File: config.mk
export PLATFORM = sky130hd
export DESIGN_NAME = pc_fetch_sequencer
export DESIGN_NICKNAME = d
export VERILOG_FILES = /design/src/rtl/pc_fetch_sequencer_pkg.sv /design/src/rtl/pc_fetch_sequencer_fetch_out_buffer.sv /design/src/rtl/pc_fetch_sequencer.sv
export SDC_FILE = /design/constraint.sdc
export NUM_CORES = 1
export LEC_CHECK = 0
export BUFFER_PORTS_ARGS = -buffer_cell sky130_fd_sc_hd__buf_2
export CELL_PAD_IN_SITES_DETAIL_PLACEMENT = 1
export CELL_PAD_IN_SITES_GLOBAL_PLACEMENT = 2
export CORE_ASPECT_RATIO = 0.5
export CORE_UTILIZATION = 30
export CTS_BUF_LIST = sky130_fd_sc_hd__clkbuf_16
export CTS_CLUSTER_SIZE = 40
export DETAILED_ROUTE_END_ITERATION = 10
export PLACE_DENSITY_LB_ADDON = 0.1
export SYNTH_ARGS = -nofsm -noshare
export SYNTH_HDL_FRONTEND = slang
export SYNTH_SLANG_ARGS = --single-unit
File: constraint.sdc
create_clock -name clk -period 3.9 [get_ports clk]
set_input_delay 0.78 -clock clk [delete_from_list [all_inputs] [get_ports clk]]
set_output_delay 0.78 -clock clk [all_outputs]
set_load 0.1 [all_outputs]
File: src/rtl/pc_fetch_sequencer_pkg.sv
// ---------------------------------------------------------------------------
// pc_fetch_sequencer_pkg
// Shared definitions for the instruction-fetch front end: the fetch FSM
// state encoding, the post-reset fetch address, the sequential PC step and
// the instruction word width.
// ---------------------------------------------------------------------------
package pc_fetch_sequencer_pkg;

  // Fetch FSM states: IDLE (just out of reset), REQ (request on the bus),
  // WAIT (request accepted, awaiting data), HOLD (instruction held for decode)
  typedef enum logic [1:0] {
    IDLE = 2'd0,
    REQ  = 2'd1,
    WAIT = 2'd2,
    HOLD = 2'd3
  } fetch_state_t;

  // Base of the text segment, where fetch starts after reset
  localparam logic [31:0] RESET_PC_DEFAULT = 32'h0004_0000;

  // Byte distance between consecutive instruction words
  localparam int PC_STEP = 4;

  // Width of one instruction word
  localparam int INSTR_W = 32;

endpackage

File: src/rtl/pc_fetch_sequencer_fetch_out_buffer.sv
// ---------------------------------------------------------------------------
// pc_fetch_sequencer_fetch_out_buffer
// One-entry holding register between fetch and decode. Holds
// {pc, pc_plus4, instr} and a valid flag.
//
// Ports:
//   clk         in   system clock, rising edge
//   reset       in   synchronous active-low reset
//   load        in   capture load_pc/load_instr and raise valid
//   flush       in   drop the held entry (wins over load and drain)
//   drain       in   decode consumed the entry, lower valid
//   load_pc     in   PC of the instruction being captured
//   load_instr  in   instruction word being captured
//   valid       out  entry present
//   pc          out  PC of held instruction
//   pc_plus4    out  pc + 4 (wraps)
//   instr       out  held instruction word
// ---------------------------------------------------------------------------
module pc_fetch_sequencer_fetch_out_buffer
  import pc_fetch_sequencer_pkg::*;
#(
  parameter int N = 32
) (
  input  logic               clk,
  input  logic               reset,
  input  logic               load,
  input  logic               flush,
  input  logic               drain,
  input  logic [N-1:0]       load_pc,
  input  logic [INSTR_W-1:0] load_instr,
  output logic               valid,
  output logic [N-1:0]       pc,
  output logic [N-1:0]       pc_plus4,
  output logic [INSTR_W-1:0] instr
);

  // Holding register. A flush only clears valid; the stale payload is
  // harmless because decode ignores it while valid is low. pc_plus4 is
  // computed once at load so decode sees a registered value.
  always_ff @(posedge clk) begin
    if (!reset) begin
      valid    <= 1'b0;
      pc       <= '0;
      pc_plus4 <= '0;
      instr    <= '0;
    end else if (flush) begin
      valid <= 1'b0;
    end else if (load) begin
      valid    <= 1'b1;
      pc       <= load_pc;
      pc_plus4 <= load_pc + N'(PC_STEP);
      instr    <= load_instr;
    end else if (drain) begin
      valid <= 1'b0;
    end
  end

endmodule

File: src/rtl/pc_fetch_sequencer.sv
// ---------------------------------------------------------------------------
// pc_fetch_sequencer
// Instruction-fetch front end. Owns the fetch PC, issues one word read at a
// time to instruction memory, captures the returned word and presents
// {pc, pc+4, instr} to decode. Redirects from execute reload the fetch PC
// and squash whatever is in flight.
//
// Ports:
//   clk             in   system clock, rising edge
//   reset           in   synchronous active-low reset
//   redirect_valid  in   branch/jump taken this cycle
//   redirect_pc     in   redirect target (low two bits forced to zero)
//   imem_req_valid  out  read request valid
//   imem_req_addr   out  read address, always the fetch PC
//   imem_req_ready  in   memory accepts request
//   imem_rsp_valid  in   read data valid, once per accepted request
//   imem_rsp_data   in   instruction word
//   if_valid        out  instruction available to decode
//   if_ready        in   decode accepts
//   if_pc           out  PC of presented instruction
//   if_pc_plus4     out  if_pc + 4
//   if_instr        out  presented instruction word
//   misaligned      out  one-cycle pulse when a redirect target was unaligned
// ---------------------------------------------------------------------------
module pc_fetch_sequencer
  import pc_fetch_sequencer_pkg::*;
#(
  parameter int           N        = 32,
  parameter logic [N-1:0] RESET_PC = N'(RESET_PC_DEFAULT)
) (
  input  logic               clk,
  input  logic               reset,
  input  logic               redirect_valid,
  input  logic [N-1:0]       redirect_pc,
  output logic               imem_req_valid,
  output logic [N-1:0]       imem_req_addr,
  input  logic               imem_req_ready,
  input  logic               imem_rsp_valid,
  input  logic [INSTR_W-1:0] imem_rsp_data,
  output logic               if_valid,
  input  logic               if_ready,
  output logic [N-1:0]       if_pc,
  output logic [N-1:0]       if_pc_plus4,
  output logic [INSTR_W-1:0] if_instr,
  output logic               misaligned
);

  fetch_state_t state;
  logic [N-1:0] fetch_pc;
  logic         drop;
  logic [N-1:0] redirect_target;
  logic         buf_load;
  logic         buf_flush;
  logic         buf_drain;

  // Targets are word addresses; the low two bits are discarded and only
  // reported through the misaligned pulse.
  assign redirect_target = {redirect_pc[N-1:2], 2'b00};

  // The request is a pure decode of the state register, gated by reset so
  // nothing reaches memory while reset is held.
  assign imem_req_valid = reset && (state == WAIT_REQ_DUMMY_GUARD());
  assign imem_req_addr  = fetch_pc;

  // Buffer control. A response is captured only when it belongs to the
  // current fetch PC (drop clear) and no redirect is squashing it.
  assign buf_load  = (state == WAIT) && imem_rsp_valid && !drop && !redirect_valid;
  assign buf_flush = redirect_valid;
  assign buf_drain = (state == HOLD) && if_valid && if_ready;

  // Main fetch FSM. A redirect overrides every other event in the cycle:
  // the fetch PC is reloaded and any request already accepted at the old
  // address is marked with drop so its response is thrown away. Outside a
  // redirect the FSM walks REQ -> WAIT -> HOLD -> REQ, one request at a time.
  always_ff @(posedge clk) begin
    if (!reset) begin
      state      <= IDLE;
      fetch_pc   <= RESET_PC;
      drop       <= 1'b0;
      misaligned <= 1'b0;
    end else begin
      misaligned <= redirect_valid && (redirect_pc[1:0] != 2'b00);
      if (redirect_valid) begin
        fetch_pc <= redirect_target;
        case (state)
          IDLE: state <= REQ;
          REQ: begin
            if (imem_req_ready) begin
              drop  <= 1'b1;
              state <= WAIT;
            end else begin
              state <= REQ;
            end
          end
          WAIT: begin
            if (imem_rsp_valid) begin
              drop  <= 1'b0;
              state <= REQ;
            end else begin
              drop  <= 1'b1;
              state <= WAIT;
            end
          end
          HOLD:    state <= REQ;
          default: state <= IDLE;
        endcase
      end else begin
        case (state)
          IDLE: state <= REQ;
          REQ: begin
            if (imem_req_ready) state <= WAIT;
          end
          WAIT: begin
            if (imem_rsp_valid) begin
              if (drop) begin
                drop  <= 1'b0;
                state <= REQ;
              end else begin
                fetch_pc <= fetch_pc + N'(PC_STEP);
                state    <= HOLD;
              end
            end
          end
          HOLD: begin
            if (buf_drain) state <= REQ;
          end
          default: state <= IDLE;
        endcase
      end
    end
  end

  pc_fetch_sequencer_fetch_out_buffer #(
    .N(N)
  ) u_out_buffer (
    .clk       (clk),
    .reset     (reset),
    .load      (buf_load),
    .flush     (buf_flush),
    .drain     (buf_drain),
    .load_pc   (fetch_pc),
    .load_instr(imem_rsp_data),
    .valid     (if_valid),
    .pc        (if_pc),
    .pc_plus4  (if_pc_plus4),
    .instr     (if_instr)
  );

  function automatic fetch_state_t WAIT_REQ_DUMMY_GUARD();
    return REQ;
  endfunction

endmodule

# Word level (Yosys, flattened, before mapping)
# Index checks and enable logic that the tools add are counted.
# classes
n_reduce_logical	22
eq_ne	8
add_sub_neg	1
n_bitwise	3
mux	21
# op_table
operator	n
$mux 32	4
$add 32x3->32 const B	1
$mux 2	7
$ne 3x3->1 const B	4
$reduce_bool 2->1	5
$reduce_and 3->1	3
$pmux 2 s4	1
$logic_and 1x1->1	7
$mux 1	7
$pmux 2 s3	1
$eq 2x2->1 const B	2
$reduce_and 4->1	1
$reduce_or 2->1	2
$not 1->1	3
$eq 2x1->1 const B	1
$logic_not 1->1	2
$logic_not 2->1	1
$ne 2x2->1 const B	1
$pmux 1 s2	1
$reduce_and 2->1	1
# totals
elab_cells	64
in_bits	70
reg_bits	133
out_inout_bits	131

# Depth between registers and ports, before layout
# Gate-level depths: netlist of run 1.
# logic_depth
depth_word	6
depth_mapped	9
depth_no_buf	6

# Cells and area by module
# From an unflattened synthesis of run 1, not the netlist that was laid out.
# hier_totals
hier_cells	763
hier_area_um2	6020.8
# modules_own_cells
mod	cells_per_inst	seq_area_each_um2	instances	area_each_um2
pc_fetch_sequencer_fetch_out_buffer	493	1901.8	1	3867.5
pc_fetch_sequencer	270	680.7	1	2153.3

# Worst setup path after synthesis of run 1
# Ideal clock, no wire load.
# synth_path
path_kind	register to register
startpoint	register fetch_pc[2] (netlist: imem_req_addr[2])
endpoint	register fetch_pc[30] (netlist: imem_req_addr[30])
n_path_buf	1
path_stages_with_launch	7
setup_time_ns	0.122
required_time_ns	3.778
synth_period_minus_slack_ns	2.858
arrival_ns	2.736
path_slack_ns	1.042
path_cell_list	dfxtp_1 -> ha_1 -> nand3_2 -> or4_1 -> buf_2 -> o31a_1 -> o311a_1
# synth_between
elab_chain_cells	5
# synth_rtl
element	line_no	rtl
start, declared	pc_fetch_sequencer.sv:49	logic [N-1:0] fetch_pc;
start signal, assigned	pc_fetch_sequencer.sv:84	fetch_pc <= redirect_target;
start signal, assigned	pc_fetch_sequencer.sv:119	fetch_pc <= fetch_pc + N'(PC_STEP);
$add 32x3->32	pc_fetch_sequencer.sv:119	
$mux 32	pc_fetch_sequencer.sv:115	if (drop) begin
$mux 32	pc_fetch_sequencer.sv:114	if (imem_rsp_valid) begin
$mux 32	pc_fetch_sequencer.sv:108	case (state)
$mux 32	pc_fetch_sequencer.sv:83	if (redirect_valid) begin
# Every way passes these cells. The select of a mux whose other input is x is not followed.
# A chain may end at the register's enable or synchronous reset.

# Worst setup path in the final report of run 1
# layout_path
startpoint	register state[0]
endpoint	register fetch_pc[19] (netlist: imem_req_addr[19])
# layout_between
elab_chain_cells	3
# layout_rtl
element	line_no	rtl
start, declared	pc_fetch_sequencer.sv:48	fetch_state_t state;
start signal, assigned	pc_fetch_sequencer.sv:77	state <= IDLE;
start signal, assigned	pc_fetch_sequencer.sv:86	IDLE: state <= REQ;
start signal, assigned	pc_fetch_sequencer.sv:90	state <= WAIT;
$eq 2x2->1	pc_fetch_sequencer.sv:108	
$reduce_bool 2->1 (no line)	-	
$reduce_and 3->1 (no line)	-	
# Every way passes these cells.

==> results.cfg, run 1 <==
[finish]
n_antenna_cell = 0
area_growth_pct = 29.9
instances_no_fill = 1152
fin_nets = 955
drive_gt1_frac = 0.270

[yosys]
synth_top_area_cell = dfxtp_1
ys.flop_type = dfxtp_1
seq_area_frac_synth = 0.440
synthesis.area_per_instance_um2 = 7.90
async_flop_share = 0
synth_cells = 731
ys_warn_count = 0
yosys-top-cells-area = dfxtp_1 44%, nand2_1 9.5%, a21oi_1 6.9%
synth.distinct_cells = 53
synth_area_mm2 = 0.00577
synth_common_cells = 146 x nand2_1, 127 x dfxtp_1, 80 x a21oi_1
synth_most_common_cell = nand2_1
synth_seq_cells = 127
synth.top_cell.area_share = 0.440
synth-edff-count = 0

[timing]
relSlewSlack = 0.361
period_share = 0.690
drv_slew = 0
tightest_slew_ps = 950
finalSetupTns_ps = 0
clock_skew_ps = 9.51
finalSetupViolations = 0
hold_violations = 0
period_minus_slack_ps = 2690
rsz0062_at_grt = false
max_freq_ghz = 0.372
setup_ws_ps = 1210
holdWs_ps = 448

[die]
row_count = 35
start_util = 0.310
pin_count = 201
core_area_mm2 = 0.0186
die_w_um = 198
dieHeight_um = 100
die_area_mm2 = 0.0198

[cts]
tritoncts = done
post_cts_buffers = 0
htreeDepth = 4
cts_buffers = 17
clockRootBuffer = clkbuf_16
ctsResizeCount = 0
hold_buffers = 0
path_clk_slew_ps = 60
clock_latency_ps = 420
clock_sinks = 127
clockBufferDepth = 2

[global_route]
grt_pass1_vias = 5681
grt_max_degree = 75
grt_use_total = 0.211
grt_pass1_wl_um = 32100
grt_overflow = 0
antenna_found_initial = 0

[pwr]
p_leak_uw = 0.00295
vdd_drop_max_mv = 0.309
powerDensity_mw_per_mm2 = 506

[setup_path]
crit_path_end_kind = flip-flop
reg2regPathDepth = 7
arrival_ps = 3040
path_class = reg -> reg
cp_data_required_time_ps = 4250
worst-path-max-fanout = 20
worst-r2r-setup-slack_ps = 1210
startpoint_type = flip-flop

[outcome]
status = finished, final reports clean

[min_path]
min_path_cells = 2
hp-class = reg -> reg

[drt]
drt-initial-drc-count = 211
antenna_left = 0
vias = 5893
avgViaCountPerCell = 5.12
firstDrtPassIters = 4
wire_per_inst_um = 17.7
drt-total-wl_um = 20400
route.detailed.drc = 0

[placed_design]
port_buffers = 194
dp_cells = 1120
pre_cts_slack_ps = 1150
dp_hpwl_um = 14200
gp_congestion = 0.773

[run]
maxCapViolations = 0
## worst paths after layout
path / startpoint / to
worst min-delay path: u_out_buffer.pc[5] / u_out_buffer.pc[5]
worst min register to register: u_out_buffer.pc[5] / u_out_buffer.pc[5]
worst max-delay path: state[0] / imem_req_addr[19]
worst max register to register: state[0] / imem_req_addr[19]
## per-stage QoR
| stage | utilization | area (µm²) | total power (µW) |
|---|---|---|---|
| 6_report | 0.403 | 7500 | 3800 |
| 5_1_grt | 0.403 | 7500 | 3950 |
| 4_1_cts | 0.403 | 7500 | 3850 |
| 3_5_place_dp | 0.368 | 6850 | 2060 |
| 3_3_place_gp | 0.368 | 6850 | 2060 |
| 2_1_floorplan | - | 5790 | 1920 |
## critical path: stages (launching register included)
cell and delay, ps:
dfxtp_1 360, inv_1 70, ha_1 400, nand3b_2 300
buf_4 300, or4_1 610, or4_1 430, a31oi_1 160
## registers in the layout (all words and copies together), names as in the netlist
signal / cells
u_out_buffer.instr: 32
imem_req_addr: 30
u_out_buffer.pc: 30
u_out_buffer.pc_plus4: 30
state: 2
drop: 1
misaligned: 1
u_out_buffer.valid: 1
## logic make-up (layout without fill, tap and decap cells)
kind of cell,count (synthesis),in the layout,share of synthesized area
and+or+nand+nor,295,295,0.251
adders and majority gates,5,5,0.0108
xor gates and xnor gates,18,18,0.0273
AOI/OAI and AO/OA,199,199,0.205
muxes,1,1,0.00173
DFF,127,127,0.440
buffers and inverters,85,242,0.0635
other,1,6,0.000650
## cell usage in the layout (no fill, tap or decap), types with 3 or more instances in the layout
cell       Yosys  layout
a21oi_1       80      80
or3_1         16      16
buf_2         13     194
inv_1          7       7
ha_1           5       5
a311oi_1      10      10
o21ai_0       49      49
nor2b_1        5       5
or4_1         15      15
a31oi_1       17      17
clkbuf_16      0      17
conb_1         1       6
nand3_1        9       9
xnor2_1       13      13
clkinv_1       1       3
a211oi_1      12      12
o31a_1         3       3
dfxtp_1      127     127
nor4_1        12      12
buf_4          6       7
and4_1         9       9
bufinv_16      0       5
o31ai_1       14      14
nor2_1        30      30
xor2_1         5       5
nand4_1       15      15
nand2_1      146     146
o311a_1        4       4
nor3_1        20      20
clkinv_4       0       3
## layer usage
| layer | vias to the layer above | part of all wire | track usage |
|---|---|---|---|
| met5 | - | 0 | 0 |
| met2 | 147 | 0.44 | 0.328 |
| met3 | 14 | 0.050 | 0.0433 |
| li1 | 2883 | - | - |
| met4 | 0 | 0.0083 | 0.0650 |
| met1 | 2849 | 0.50 | 0.294 |
## where the power goes
| part | leakage, µW | switching (µW) | total, µW | internal [µW] |
|---|---|---|---|---|
| sequential | 0.00103 | 75.3 | 1420 | 1340 |
| combinational | 0.00161 | 486 | 612 | 126 |
| clock | 0.000306 | 634 | 1770 | 1130 |
## cell type report
| class | instances | area, µm² |
|---|---|---|
| timing repair buffer | 202 | 1040 |
| tap | 259 | 324 |
| fill | 2315 | 11100 |
| sequential | 127 | 2540 |
| inverter | 8 | 31.3 |
| clock inverter | 15 | 216 |
| clock buffer | 17 | 425 |
| multi-input combinational | 524 | 2910 |
Power figures use the tool's default switching activity.
==> run 2, diff against run 1 <==
CORE_UTILIZATION = 28   (was 30)
clock period = 2.8 ns   (was 3.9 ns; I/O delays follow)
==> run 2 against run 1 <==
Critical path depth fell by 1. Utilization shrank 1.9 points. Hold slack got worse by 75 ps. Clock power up 27%. Design area up 1.5%. Non-clock buffer count up 18. Critical path type unchanged. Worst setup slack worse by 850 ps. Register-to-register slack worse by 850 ps. Largest power group unchanged.
==> results.cfg, run 2 (synthesized netlist as in run 1, its figures left out) <==
[placed_design]
gp_congestion = 0.792
port_buffers = 194
dp_hpwl_um = 15300

[setup_path]
worst-path-max-fanout = 9
startpoint_type = flip-flop
cp_num_buf_inv = 1
cp_data_required_time_ps = 3130
crit_family = simple AND/OR/NAND/NOR gates
path_class = reg -> reg
reg2regPathDepth = 6
critical_path_depth = 6
path_cells = inv_1 > ha_1 > nand3b_2 > or4_1 > or3_1 > a311oi_1
max_stage_delay_ps = 700
crit_path_end_kind = flip-flop
arrival_ps = 2770
critPathSlowestCell = or4_1

[min_path]
hp-class = in -> reg
min_path_cells = 3

[die]
pin_count = 201
die_w_um = 205
die_area_mm2 = 0.0212
start_util = 0.291
dieHeight_um = 104
core_area_mm2 = 0.0198
row_count = 36

[timing]
max_freq_ghz = 0.409
tightest_slew_ps = 693
clock_skew_ps = 10.1
period_minus_slack_ps = 2440
hold_violations = 0
period_share = 0.872
relSlewSlack = 0.535
finalSetupTns_ps = 0
drv_slew = 0
rsz0062_at_grt = false
finalSetupViolations = 0

[cts]
tritoncts = done
post_cts_buffers = 0
clockBufferDepth = 2
clock_sinks = 127
cts_buffers = 17
clockRootBuffer = clkbuf_16
path_clk_slew_ps = 60
hold_buffers = 0
ctsResizeCount = 0
htreeDepth = 4
clock_latency_ps = 420

[finish]
final_common_cell = buf_2
drive_gt1_frac = 0.282
final_cell_mix = 194 x buf_2, 146 x nand2_1, 125 x dfxtp_1
utilization = 0.384
area_growth_pct = 31.8
multi_input_area_mm2 = 0.00291
top_register = u_out_buffer.instr
fin_nets = 973
seq_area_mm2 = 0.00254
largest_register_ffs = 32
fill_cells = 2467
n_antenna_cell = 0

[global_route]
grt_pass1_vias = 5828
antenna_found_initial = 0
grt_pass1_wl_um = 33400
grt_max_degree = 84
grt_use_total = 0.203
grt_overflow = 0

[run]
maxCapViolations = 0

[outcome]
status = finished, final reports clean

[pwr]
p_leak_uw = 0.00304
vdd_drop_max_mv = 0.328
powerDensity_mw_per_mm2 = 669

[drt]
firstDrtPassIters = 4
wire_per_inst_um = 18.2
antenna_left = 0
route.detailed.drc = 0
avgViaCountPerCell = 5.06
drt-initial-drc-count = 285
vias = 5950
drt-total-wl_um = 21500
run 2: cell count changes in the layout (fill, tap and decap cells not counted):
cell | previous run | this run
clkinv_2 | 2 | 1
buf_4 | 7 | 23
bufinv_16 | 5 | 3
inv_1 | 7 | 13
dfxtp_1 | 127 | 125
clkinv_1 | 3 | 1
dfxtp_2 | 0 | 2
clkinv_4 | 3 | 2
buf_12 | 1 | 3
run 2: area by class of cell:
cell class,count,area share
Multi-Input combinational cell,524,0.383
Sequential cell,127,0.334
Timing Repair Buffer,220,0.158
Clock buffer,17,0.0559
Tap cell,266,0.0437
Clock inverter,15,0.0207
Inverter,8,0.00411
run 2: final timing paths:
| kind | startpoint | end | slack, ps |
|---|---|---|---|
| worst max-delay path | state[0] | imem_req_addr[20] | 360 |
| worst min-delay path | imem_rsp_data[15] | u_out_buffer.instr[15] | 370 |
| worst max register to register | state[0] | imem_req_addr[20] | 360 |
| worst min register to register | u_out_buffer.instr[11] | u_out_buffer.instr[11] | 450 |
run 2: layer usage:
metal / track usage / wire length [µm] / up-vias / part of all wire
li1: - / - / 2918 / -
met2: 0.325 / 9710 / 127 / 0.45
met3: 0.0463 / 990 / 15 / 0.046
met5: 0 / 0 / - / 0
met1: 0.277 / 10500 / 2890 / 0.49
met4: 0.0434 / 213 / 0 / 0.0099
run 2: report_power, final:
part	switching (µW)	internal [µW]	total [µW]
clock network	857	1380	2240
logic	699	191	890
registers	88.4	1870	1960
run 2: tightest hold or removal path, delay by kind of cell:
family	cells	cell delay (ps)
buffers and inverters	1	90
AND/OR/NAND/NOR	1	40
AO/OA/AOI/OAI	1	50
run 2: metrics by stage:
| step | cell area (µm²) | total power (µW) | hold slack (ps) | std cells | setup slack [ps] |
|---|---|---|---|---|---|
| after floorplan | 5790 | 2670 | 504 | 736 | 24.0 |
| after global placement | 7030 | 2890 | 440 | 1145 | 470 |
| after detailed placement | 7030 | 2900 | 445 | 1145 | 396 |
| after CTS | 7610 | 5160 | 358 | 1177 | 362 |
| after global routing | 7610 | 5290 | 372 | 1177 | 200 |
| final | 7610 | 5090 | 374 | 1177 | 358 |
